$ cat src/rtl/ui_request_gen.sv
`default_nettype none
// ============================================================================
// Module      : ui_request_gen
// Description : Push-button front end for the combined-bus master. Debounces
//               an active-low button, captures address/data/rw fields from the
//               switch bank in config mode and, in run mode, issues one
//               valid/ready request per press.
// Revision    : 1.0 - initial release
// ============================================================================
module ui_request_gen #(
  parameter int DEBOUNCE_CYCLES = 10,
  parameter int ADDR_WIDTH      = 12,
  parameter int DATA_WIDTH      = 8
) (
  input  logic                  clock,
  input  logic                  rst,
  input  logic                  enable,
  input  logic                  button1_raw,
  input  logic                  mode_switch,
  input  logic [11:0]           switch_array,
  output logic                  req_valid,
  input  logic                  req_ready,
  output logic                  req_rw,
  output logic [ADDR_WIDTH-1:0] req_addr,
  output logic [DATA_WIDTH-1:0] req_wdata,
  output logic                  cfg_field,
  output logic                  press_pulse
);

  // Counter wide enough to hold DEBOUNCE_CYCLES; it clears at the threshold
  // so it can never wrap.
  localparam int CNT_W = $clog2(DEBOUNCE_CYCLES + 1);
  localparam logic [CNT_W-1:0] CNT_LAST = CNT_W'(DEBOUNCE_CYCLES - 1);

  typedef enum logic [0:0] {
    IDLE = 1'b0,
    REQ  = 1'b1
  } state_t;

  state_t state;
  state_t next_state;

  logic             sync1;
  logic             sync2;
  logic             stable;
  logic             stable_d;
  logic [CNT_W-1:0] db_cnt;

  logic                  cfg_rw;
  logic [ADDR_WIDTH-1:0] cfg_addr;
  logic [DATA_WIDTH-1:0] cfg_wdata;

  logic accept;
  logic load_req;

  // Two-flop synchronizer; idle level of the button is high.
  always_ff @(posedge clock or posedge rst) begin
    if (rst) begin
      sync1 <= 1'b1;
      sync2 <= 1'b1;
    end else begin
      sync1 <= button1_raw;
      sync2 <= sync1;
    end
  end

  // Debouncer: accept a level change only after it persists long enough.
  always_ff @(posedge clock or posedge rst) begin
    if (rst) begin
      stable <= 1'b1;
      db_cnt <= '0;
    end else if (sync2 != stable) begin
      if (db_cnt == CNT_LAST) begin
        stable <= sync2;
        db_cnt <= '0;
      end else begin
        db_cnt <= db_cnt + 1'b1;
      end
    end else begin
      db_cnt <= '0;
    end
  end

  // One-cycle pulse on each falling edge of the debounced level (press only).
  always_ff @(posedge clock or posedge rst) begin
    if (rst) begin
      stable_d    <= 1'b1;
      press_pulse <= 1'b0;
    end else begin
      stable_d    <= stable;
      press_pulse <= stable_d & ~stable;
    end
  end

  assign accept = press_pulse & enable;

  // Config capture alternates address and data/rw; allowed in any FSM state.
  always_ff @(posedge clock or posedge rst) begin
    if (rst) begin
      cfg_field <= 1'b0;
      cfg_addr  <= '0;
      cfg_wdata <= '0;
      cfg_rw    <= 1'b0;
    end else if (accept && !mode_switch) begin
      cfg_field <= ~cfg_field;
      if (!cfg_field) begin
        cfg_addr <= switch_array[ADDR_WIDTH-1:0];
      end else begin
        cfg_wdata <= switch_array[DATA_WIDTH-1:0];
        cfg_rw    <= switch_array[8];
      end
    end
  end

  // FSM state register.
  always_ff @(posedge clock or posedge rst) begin
    if (rst) begin
      state <= IDLE;
    end else begin
      state <= next_state;
    end
  end

  // Next-state logic: run-mode presses are only taken from IDLE.
  always_comb begin
    next_state = state;
    load_req   = 1'b0;
    case (state)
      IDLE: begin
        if (accept && mode_switch) begin
          next_state = REQ;
          load_req   = 1'b1;
        end
      end
      REQ: begin
        if (req_ready) begin
          next_state = IDLE;
        end
      end
      default: next_state = IDLE;
    endcase
  end

  // Request fields are snapshotted at issue and held until acceptance.
  always_ff @(posedge clock or posedge rst) begin
    if (rst) begin
      req_rw    <= 1'b0;
      req_addr  <= '0;
      req_wdata <= '0;
    end else if (load_req) begin
      req_rw    <= cfg_rw;
      req_addr  <= cfg_addr;
      req_wdata <= cfg_wdata;
    end
  end

  assign req_valid = (state == REQ);

endmodule
`default_nettype wire

$ cat config.mk
export PLATFORM = sky130hd
export DESIGN_NAME = ui_request_gen
export DESIGN_NICKNAME = d
export VERILOG_FILES = /design/src/rtl/ui_request_gen.sv
export SDC_FILE = /design/constraint.sdc
export NUM_CORES = 1
export LEC_CHECK = 0
export CAP_MARGIN = 20
export CORE_UTILIZATION = 41
export DETAILED_ROUTE_END_ITERATION = 8
export GPL_TIMING_DRIVEN = 0
export PLACE_DENSITY = 0.66
export SYNTH_ARGS = -nofsm -noshare
export SYNTH_HDL_FRONTEND = slang
export SYNTH_SLANG_ARGS = --single-unit
$ cat constraint.sdc
create_clock -name clock -period 2.3 [get_ports clock]
set_input_delay 0.23 -clock clock [delete_from_list [all_inputs] [get_ports clock]]
set_output_delay 0.23 -clock clock [all_outputs]
set_load 0.02 [all_outputs]
==> results of run 1 <==
[sequential cells by signal, summed over array words and instances, names as in the netlist]
signal	cells
cfg_addr	12
req_addr	12
cfg_wdata	8
req_wdata	8
db_cnt	4
cfg_field	1
cfg_rw	1
press_pulse	1
req_rw	1
req_valid	1
stable	1
stable_d	1
sync1	1
sync2	1
[Yosys cell counts]
cell	count
nor2b_1	1
nand4b_2	1
mux2_2	33
nand3_1	1
xnor2_1	1
nand2_1	2
ha_1	2
nand4_2	1
xor2_1	2
dfrtp_1	49
mux2_4	1
nand3b_1	1
nor2_1	4
dfstp_2	4
nor3_4	1
nand2b_1	1
mux2_1	9
o21ai_0	2
buf_6	3
inv_1	3
[how the worst max path moves through the flow]
stage,start,to,slack [ns],cells past startpoint
global placement,rst,cfg_addr[7],-0.04,2
finish,cfg_field,cfg_field,0.65,1
detailed placement,enable,cfg_addr[9],0.48,5
CTS,cfg_field,cfg_field,0.62,1
global route,cfg_field,cfg_field,0.59,1
floorplan,rst,cfg_addr[0],0.79,1
[power groups by stage]
stage / Combinational [mW] / Sequential [mW] / Clock [mW]
2_1_floorplan: 0.0784 / 1.05 / 0
3_3_place_gp: 0.152 / 1.05 / 0
3_5_place_dp: 0.166 / 1.05 / 0
4_1_cts: 0.166 / 1.03 / 0.663
5_1_grt: 0.181 / 1.04 / 0.703
6_report: 0.162 / 1.03 / 0.639
[layer usage]
layer / vias up / routed length [um] / GRT usage, %
met5: - / 0 / 0
met4: 0 / 38 / 5.23
met3: 4 / 138 / 4.31
met2: 27 / 1780 / 25.4
met1: 578 / 1480 / 18.3
li1: 518 / - / -
[logic make-up (layout without fill, tap and decap cells)]
group	after synthesis	after routing	synth area share, %
XOR/XNOR	3	3	1.30
AO/OA/AOI/OAI	2	2	0.496
buffers and inverters	6	56	2.23
AND/OR/NAND/NOR	13	13	4.53
adder cells (fa/ha/maj)	2	2	1.24
multiplexers	43	43	24.2
flip-flops	53	53	66.0
[placed cells by master (no fill, tap or decap)]
master,synthesis,routed
nand2_1,2,2
nand2b_1,1,1
nand3b_1,1,1
xor2_1,2,2
clkbuf_8,0,6
nor2b_1,1,1
inv_1,3,2
o21ai_0,2,2
dfrtp_1,49,49
bufinv_16,0,1
clkinvlp_4,0,1
nor3_4,1,1
dfstp_2,4,4
mux2_2,33,33
buf_6,3,3
mux2_4,1,1
nand4_2,1,1
buf_12,0,1
xnor2_1,1,1
clkdlybuf4s50_1,0,41
ha_1,2,2
mux2_1,9,9
nand4b_2,1,1
nor2_1,4,4
nand3_1,1,1
inv_2,0,1
[metrics by stage]
step / TNS (ns) / power (mW) / util (%) / instance area [um2]
detailed placement: 0 / 1.22 / 53.6 / 2530
global placement: -1.72 / 1.20 / 53.2 / 2510
floorplan: 0 / 1.13 / - / 2020
CTS: 0 / 1.86 / 56.1 / 2650
global route: 0 / 1.93 / 56.1 / 2650
finish: 0 / 1.83 / 56.1 / 2650
[final cells by class]
class / instances / share of cell area [%]
well taps: 67 / 3.16
multi-input cells: 63 / 24.2
flip-flops and latches: 53 / 50.2
repair buffers: 42 / 16.2
plain buffers: 3 / 1.27
clock inverters: 2 / 1.42
inverters: 3 / 0.425
clock buffers: 6 / 3.11
==> qor.txt, run 1 <==
Grt ovf - 0
Tmin final - 1.65 ns
Synth Instances - 122
Worst reg2reg path depth - 4
ANT nets after route - 0
Sequential fraction of the synthesis area - 66.0%
Worst R2R End - cfg_addr[10]
Top post-synthesis cells by area - dfrtp_1, mux2_2, dfstp_2, mux2_1, buf_6
Power per cell area - 692 nW/um2
Seq cells post-synth - 53
Synth area leader - dfrtp_1
Final nets - 191
Mapped Area - 2020 um2
Final setup fails - 0
Distinct cell type count after synthesis - 20
Ant. Diodes - 0
Cell Rows - 25
Max-Cap Viols - 0
Dpl ws - 0.476 ns
Critical path capture point type - primary output
Yosys warns - 0
Avg WL per Cell - 14.4 um
Post-CTS resize count - 0
R2R Setup Slk - 0.84 ns
Bufs and invs on worst path - 1
Period utilisation layout - 71.9%
Layout Skew - 0.00633 ns
Placer Congestion - 0.678
VDD IR max - 0.000429 V
H-tree depth - 2
Reg-to-Reg Start - press_pulse
Internal - 1.43 mW
Total CTS buffers - 5
DRT iter0 DRCs - 34
Post-synth top area share - 60.8%
Register area - 1330 um2
Setup Fix Bufs, Post-CTS - 0
Worst Setup Start Kind - register
Die X - 72.1 um
Non-Filler Instances - 239
# IOs - 42
Crit path max fanout - 4
Layout cells sized above 1 - 31.4%
CP required - 2.07 ns
Routed WL - 3430 um
Vias per cell - 4.72
Worst-margin pin slew - 0.410 ns
Gr usage total - 15.0%
Min-Delay Path Class - in2async
First-pass GRT wire length - 5720 um
# hold bufs at CTS - 0
Final hold violations - 0
Layout area overhead - 31.5%
Critical Path Max Stage Delay - 0.65 ns
Top delay family on crit path - buffers and inverters
Vias in the first global route - 1,189
Average size of a mapped cell - 16.5 um2
Maximum clock insertion buffer count - 2
Hold_ws - 0.146 ns
Final slew viol count - 0
WP data arrival - 1.42 ns
Multi-input gate area - 641 um2
Post-DP HPWL - 2520 um
Die H - 72.1 um
Leakage power - 1.29 nW
Core footprint - 4720 um2
Starting Density - 42.7%
Crit path kind - reg2out
Reg clk slew, reported paths - 0.09 ns
Max Freq - 0.605 GHz
Final setup margin - 0.647 ns
Crit path cell chain - clkdlybuf4s50_1
Placed cell count - 231
Clock Power Share - 34.9%
Status - finished, final reports clean
Switch share - 21.8%
DRC - 0
Via count - 1,127
Combinational power share - 8.8%
Mapped Nets - 142
# port buffers - 41
Sequential share of power - 56.3%
Latest clock arrival within the worst-skew pair - 0.30 ns
P_sw - 0.399 mW
Slowest cell on the critical path - clkdlybuf4s50_1
Clk root buf - clkbuf_8
CTS Sinks - 53
Fill cells - 386
Die area - 5200 um2
Pin count of the biggest net entering global routing - 46
Slew headroom - 72.6%
Initial antenna violation count - 0
Pre-Repair DR Iteration Count - 4
RSZ-0062 raised after global routing - no
CTS tree - built
No activity file was read; power rests on OpenSTA's default activity.
==> inputs of run 2 (changes only) <==
--- a/config.mk
+++ b/config.mk
@@ -9,7 +9,7 @@
 export CORE_UTILIZATION = 41
 export DETAILED_ROUTE_END_ITERATION = 8
 export GPL_TIMING_DRIVEN = 0
-export PLACE_DENSITY = 0.66
+export PLACE_DENSITY = 0.69
 export SYNTH_ARGS = -nofsm -noshare
 export SYNTH_HDL_FRONTEND = slang
 export SYNTH_SLANG_ARGS = --single-unit
==> constraint.sdc (replaced) <==
create_clock -name clock -period 1.4 [get_ports clock]
set_input_delay 0.14 -clock clock [delete_from_list [all_inputs] [get_ports clock]]
set_output_delay 0.14 -clock clock [all_outputs]
set_load 0.02 [all_outputs]
==> run 2 against run 1 <==
Total power grew 54%. Count of clock-buffer cells in the layout grew 2. Clock power grew 36%. Worst hold slack gained 0.037 ns. Routed wire length grew 3.4%. Clock skew shrank 0.00075 ns.
==> qor.txt, run 2 (same netlist as run 1, synthesis figures left out) <==
RSZ-0062 raised after global routing - yes
Worst reg2reg path depth - 4 (unchanged)
Most frequent cells in the layout - dfrtp_1, mux2_2, dlygate4sd2_1
Reg clk slew, reported paths - 0.09 ns (about the same)
Pre-Repair DR Iteration Count - 3 (-1)
Initial antenna violation count - 0 (unchanged)
Internal - 2.17 mW (+51%)
Layout cells sized above 1 - 31.4% (+0.033 points)
Avg WL per Cell - 14.7 um (+2.1%)
Gr usage total - 15.2% (+0.25 points)
Via count - 1,137 (+0.89%)
Die X - 72.1 um (unchanged)
Crit path kind - reg2reg
Combinational power share - 9.3% (+0.5 points)
Placer Congestion - 0.717 (+5.6%)
Starting Density - 42.7% (unchanged)
Sequential share of power - 59.9% (+3.6 points)
Worst R2R End - req_wdata[0]
Min-Delay Path Class - in2async
Layout Skew - 0.00558 ns (-0.000752 ns)
# port buffers - 41 (unchanged)
Status - finished, final reports clean
Fin area - 2640 um2 (-0.57%)
CTS Sinks - 53 (unchanged)
Slew headroom - 73.0% (+0.39 points)
WP data arrival - 1.56 ns (+0.14 ns)
Final Util - 55.8% (-0.32 points)
VDD IR max - 0.000491 V (+14%)
Crit path cell chain - buf_4 -> nand4_2 -> buf_6 -> mux2_2
Post-DP HPWL - 2360 um (-6.5%)
Vias in the first global route - 1,172 (-1.4%)
Worst Setup Start Kind - register
Die H - 72.1 um (unchanged)
Period utilisation layout - 97.9%
CTS tree - built
# hold bufs at CTS - 0 (unchanged)
Latest clock arrival within the worst-skew pair - 0.30 ns (about the same)
Largest regs - cfg_addr: 12 flops, req_addr: 12 flops
Critical path capture point type - register
Final hold violations - 0 (unchanged)
Switch share - 23.0% (+1.2 points)
DRT iter0 DRCs - 61 (+79%)
Ant. Diodes - 0 (unchanged)
Die area - 5200 um2 (unchanged)
Power per cell area - 1070 nW/um2 (+55%)
Maximum clock insertion buffer count - 2 (unchanged)
Tmin final - 1.37 ns
Clock Power Share - 30.8% (-4.1 points)
# IOs - 42 (unchanged)
Worst-margin pin slew - 0.404 ns (-0.00589 ns)
Final slew viol count - 0 (unchanged)
DRC - 0 (unchanged)
Reg-to-Reg Start - press_pulse
P_sw - 0.648 mW (+62%)
Dpl cell area - 2510 um2 (-0.64%)
H-tree depth - 2 (unchanged)
Total CTS buffers - 5 (unchanged)
Grt ovf - 0 (unchanged)
Leakage power - 1.46 nW (+13%)
Setup TNS Final - 0 ns (unchanged)
ANT nets after route - 0 (unchanged)
Vias per cell - 4.70 (-0.36%)
Commonest non-fill, non-tap cell in the layout - dfrtp_1
Max-Cap Viols - 0 (unchanged)
Core footprint - 4720 um2 (unchanged)
Clk root buf - clkbuf_8
Overall power - 2.82 mW (+54%)
Routed WL - 3550 um (+3.4%)
CP required - 1.59 ns (-0.48 ns)
Pin count of the biggest net entering global routing - 54 (+17%)
Crit path max fanout - 10 (+6)
Layout area overhead - 30.7%
Final setup fails - 0 (unchanged)
Slowest cell on the critical path - dfrtp_1
Max Freq - 0.730 GHz
R2R Setup Slk - 0.03 ns (-0.81 ns)
First-pass GRT wire length - 5800 um (+1.4%)
Critical Path Max Stage Delay - 0.40 ns (-0.25 ns)
Final nets - 194 (+1.6%)
Cell Rows - 25 (unchanged)
-- run 2: critical path: cells and delay by family (launching register included) --
kind / cells / cell delay (ns)
flip-flops: 1 / 0.40
AND/OR/NAND/NOR: 1 / 0.17
buffers and inverters: 2 / 0.35
multiplexers: 1 / 0.34
-- run 2: worst max path at each step --
stage | startpoint | to | slack (ns) | cells after the start
global route | press_pulse | cfg_wdata[7] | -0.03 | 3
CTS | req_wdata[0] | req_wdata[0] | 0.002 | 1
global placement | enable | cfg_addr[9] | -0.26 | 5
finish | press_pulse | req_wdata[0] | 0.03 | 4
detailed placement | enable | cfg_addr[5] | -0.30 | 5
floorplan | press_pulse | cfg_addr[0] | -0.03 | 4
-- run 2: cell type report --
class                   count  area (um2)
multi-input cells          63         641
inverters                   3        15.0
well taps                  67        83.8
fillers                   380        2090
clock buffers               8        90.1
plain buffers               3        37.5
flip-flops and latches     53        1330
repair buffers             45         438
-- run 2: repair_timing --
| item | in CTS | in global routing |
|---|---|---|
| gates resized for setup | 22 | 5 |
| setup endpoints to repair | 30 | 22 |
| setup buffers | 2 | 0 |
| gates cloned | 1 | 0 |
| pin swaps | 1 | 0 |
-- run 2: power groups by stage --
stage | Sequential [mW] | Combinational, mW | Clock, mW
after floorplan | 1.73 | 0.129 | 0
after global placement | 1.72 | 0.252 | 0
after detailed placement | 1.73 | 0.264 | 0
after CTS | 1.69 | 0.261 | 0.898
after global routing | 1.70 | 0.291 | 0.969
final | 1.69 | 0.262 | 0.868
-- run 2: routing by layer --
layer / GRT usage (%) / up-vias / routed length [um]
met2: 22.4 / 26 / 1680
li1: - / 524 / -
met1: 21.0 / 582 / 1660
met5: 0 / - / 0
met3: 4.72 / 5 / 145
met4: 6.54 / 0 / 65
-- run 2: metrics by stage --
stage	setup WS, ns	hold WS (ns)	std cells
floorplan	-0.0269	0.144	122
global placement	-0.264	0.346	230
detailed placement	-0.300	0.348	230
CTS	0.00221	0.227	241
global route	-0.0348	0.193	242
finish	0.0299	0.182	242
==> inputs of run 3 (changes only) <==
==> constraint.sdc (replaced) <==
create_clock -name clock -period 1.4 [get_ports clock]
set_input_delay 0.14 -clock clock [delete_from_list [all_inputs] [get_ports clock]]
set_output_delay 0.14 -clock clock [all_outputs]
set_load 0.01 [all_outputs]
==> run 3 against run 2 <==
Core utilization up 1.8 points. Design area is 3.2% higher. First-iteration DRC count increased by 9.8%. Count of clock-buffer cells in the layout is the same. Register-to-register slack worse by 0.02 ns. Critical path depth stayed put. Sequential cell count unchanged. Global-route usage grew 0.091 points. Worst hold slack lost 0.0055 ns. Fmax down 1.6%. Clock power barely moved. Critical path type unchanged.
==> qor.txt, run 3 (same netlist as run 1, synthesis figures left out) <==
DRC - 0 (unchanged)
Pin count of the biggest net entering global routing - 54 (unchanged)
Clock Power Share - 29.9% (-0.9 points)
Largest regs - cfg_addr: 12 flops, req_addr: 12 flops
H-tree depth - 2 (unchanged)
Latest clock arrival within the worst-skew pair - 0.30 ns (about the same)
Final slew viol count - 0 (unchanged)
Status - finished, final reports clean
Final setup margin - 0.00814 ns (-0.0218 ns)
Crit path kind - reg2reg
Final nets - 198 (+2.1%)
Power per cell area - 1060 nW/um2 (-0.82%)
Gr usage total - 15.3% (+0.091 points)
Non-Filler Instances - 246 (+1.7%)
Dpl ws - -0.300 ns (unchanged)
P_sw - 0.650 mW (+0.33%)
Die H - 72.1 um (unchanged)
Crit path max fanout - 5 (-5)
# IOs - 42 (unchanged)
Internal - 2.24 mW (+3.0%)
Max Freq - 0.718 GHz (-1.6%)
Placed cell count - 230 (unchanged)
Most frequent cells in the layout - dfrtp_1, clkdlybuf4s50_1, mux2_2
Pre-Repair DR Iteration Count - 2 (-1)
Worst-margin pin slew - 0.412 ns (+0.00820 ns)
Post-DP HPWL - 2360 um (unchanged)
Via count - 1,145 (+0.70%)
Fill cells - 361 (-5.0%)
Starting Density - 42.7% (unchanged)
CP required - 1.58 ns (about the same)
Combinational power share - 11.5% (+2.2 points)
Clk root buf - clkbuf_8
CTS tree - built
Grt ovf - 0 (unchanged)
DRT iter0 DRCs - 67 (+9.8%)
First-pass GRT wire length - 5840 um (+0.60%)
Switch share - 22.5% (-0.46 points)
RSZ-0062 raised after global routing - yes
Max layer used - met4
Final Util - 57.6% (+1.8 points)
CTS Sinks - 53 (unchanged)
Slew headroom - 72.5% (-0.51 points)
Final hold violations - 0 (unchanged)
Final setup fails - 0 (unchanged)
Sequential share of power - 58.5% (-1.4 points)
Worst Setup Start Kind - register
Commonest non-fill, non-tap cell in the layout - dfrtp_1
Leakage power - 1.36 nW (-6.4%)
Die X - 72.1 um (unchanged)
Min-Delay Path Class - in2async
# port buffers - 41 (unchanged)
Total CTS buffers - 5 (unchanged)
Met3 WL - 149 um (+2.8%)
Met2 WL - 1700 um (+1.1%)
Ant. Diodes - 0 (unchanged)
WP data arrival - 1.58 ns (+0.02 ns)
Vias in the first global route - 1,171 (-0.085%)
Layout Skew - 0.00376 ns (-0.00182 ns)
Initial antenna violation count - 0 (unchanged)
Core footprint - 4720 um2 (unchanged)
Period utilisation layout - 99.4% (+1.6 points)
Vias per cell - 4.65 (-0.93%)
# hold bufs at CTS - 0 (unchanged)
Maximum clock insertion buffer count - 2 (unchanged)
Layout area overhead - 34.9%
Layout cells sized above 1 - 36.9% (+5.4 points)
CP startpoint - cfg_field
Max-Cap Viols - 0 (unchanged)
Met1 WL - 1690 um (+1.9%)
ANT nets after route - 0 (unchanged)
Cell Rows - 25 (unchanged)
Critical path capture point type - register
Routed WL - 3610 um (+1.5%)
Reg clk slew, reported paths - 0.09 ns (about the same)
Reg-to-Reg Start - cfg_field
Placer Congestion - 0.717 (unchanged)
Tmin final - 1.39 ns (+0.0218 ns)
Avg WL per Cell - 14.7 um (-0.10%)
VDD IR max - 0.000494 V (+0.69%)
Die area - 5200 um2 (unchanged)
[run 3: power by group through the flow]
stage	logic, mW	registers, mW	clock network (mW)
3_5_place_dp	0.252	1.73	0
3_3_place_gp	0.240	1.72	0
2_1_floorplan	0.129	1.72	0
5_1_grt	0.365	1.70	0.969
6_report	0.333	1.69	0.865
4_1_cts	0.287	1.69	0.898
[run 3: layout make-up]
class	count	area, um2	area share (%)
plain buffers	3	33.8	1.24
multi-input cells	63	672	24.7
flip-flops and latches	53	1330	49.0
well taps	67	83.8	3.08
inverters	3	15.0	0.552
clock buffers	8	90.1	3.31
repair buffers	49	494	18.2
[run 3: worst max-delay path: stages, from the launching register on]
cell	delay, ns
dfrtp_2	0.42
buf_6	0.12
nor3_4	0.23
buf_6	0.17
mux2_1	0.32
[run 3: what timing repair did]
action / 4_1_cts / 5_1_grt
endpoints found under the setup margin: 11 / 23
resized for setup: 4 / 10
gates cloned: 1 / 0
setup buffers: 4 / 2
pin swaps: 1 / 1
[run 3: per-stage QoR]
step / area, um2 / power, mW / hold slack (ns) / TNS (ns)
after floorplan: 2020 / 1.85 / 0.144 / 0
after global placement: 2510 / 1.96 / 0.346 / -7.88
after detailed placement: 2510 / 1.98 / 0.348 / -11.24
after CTS: 2650 / 2.87 / 0.227 / -0.0169
after global routing: 2720 / 3.04 / 0.194 / -0.214
final: 2720 / 2.89 / 0.177 / 0
[run 3: final timing paths]
check,endpoint,slack [ns],cells past startpoint
min in group clock,sync1,0.24,1
hold reg to reg,sync2,0.36,0
setup reg to reg,cfg_addr[5],0.008,4
hold / removal,req_addr[1],0.18,2
setup / recovery,cfg_addr[5],0.008,4
max in group asynchronous,stable,0.65,3
[run 3: routing by layer]
metal	vias up	global-route usage, %
met4	0	6.54
li1	531	-
met3	7	4.72
met5	-	0
met1	580	21.3
met2	27	22.4
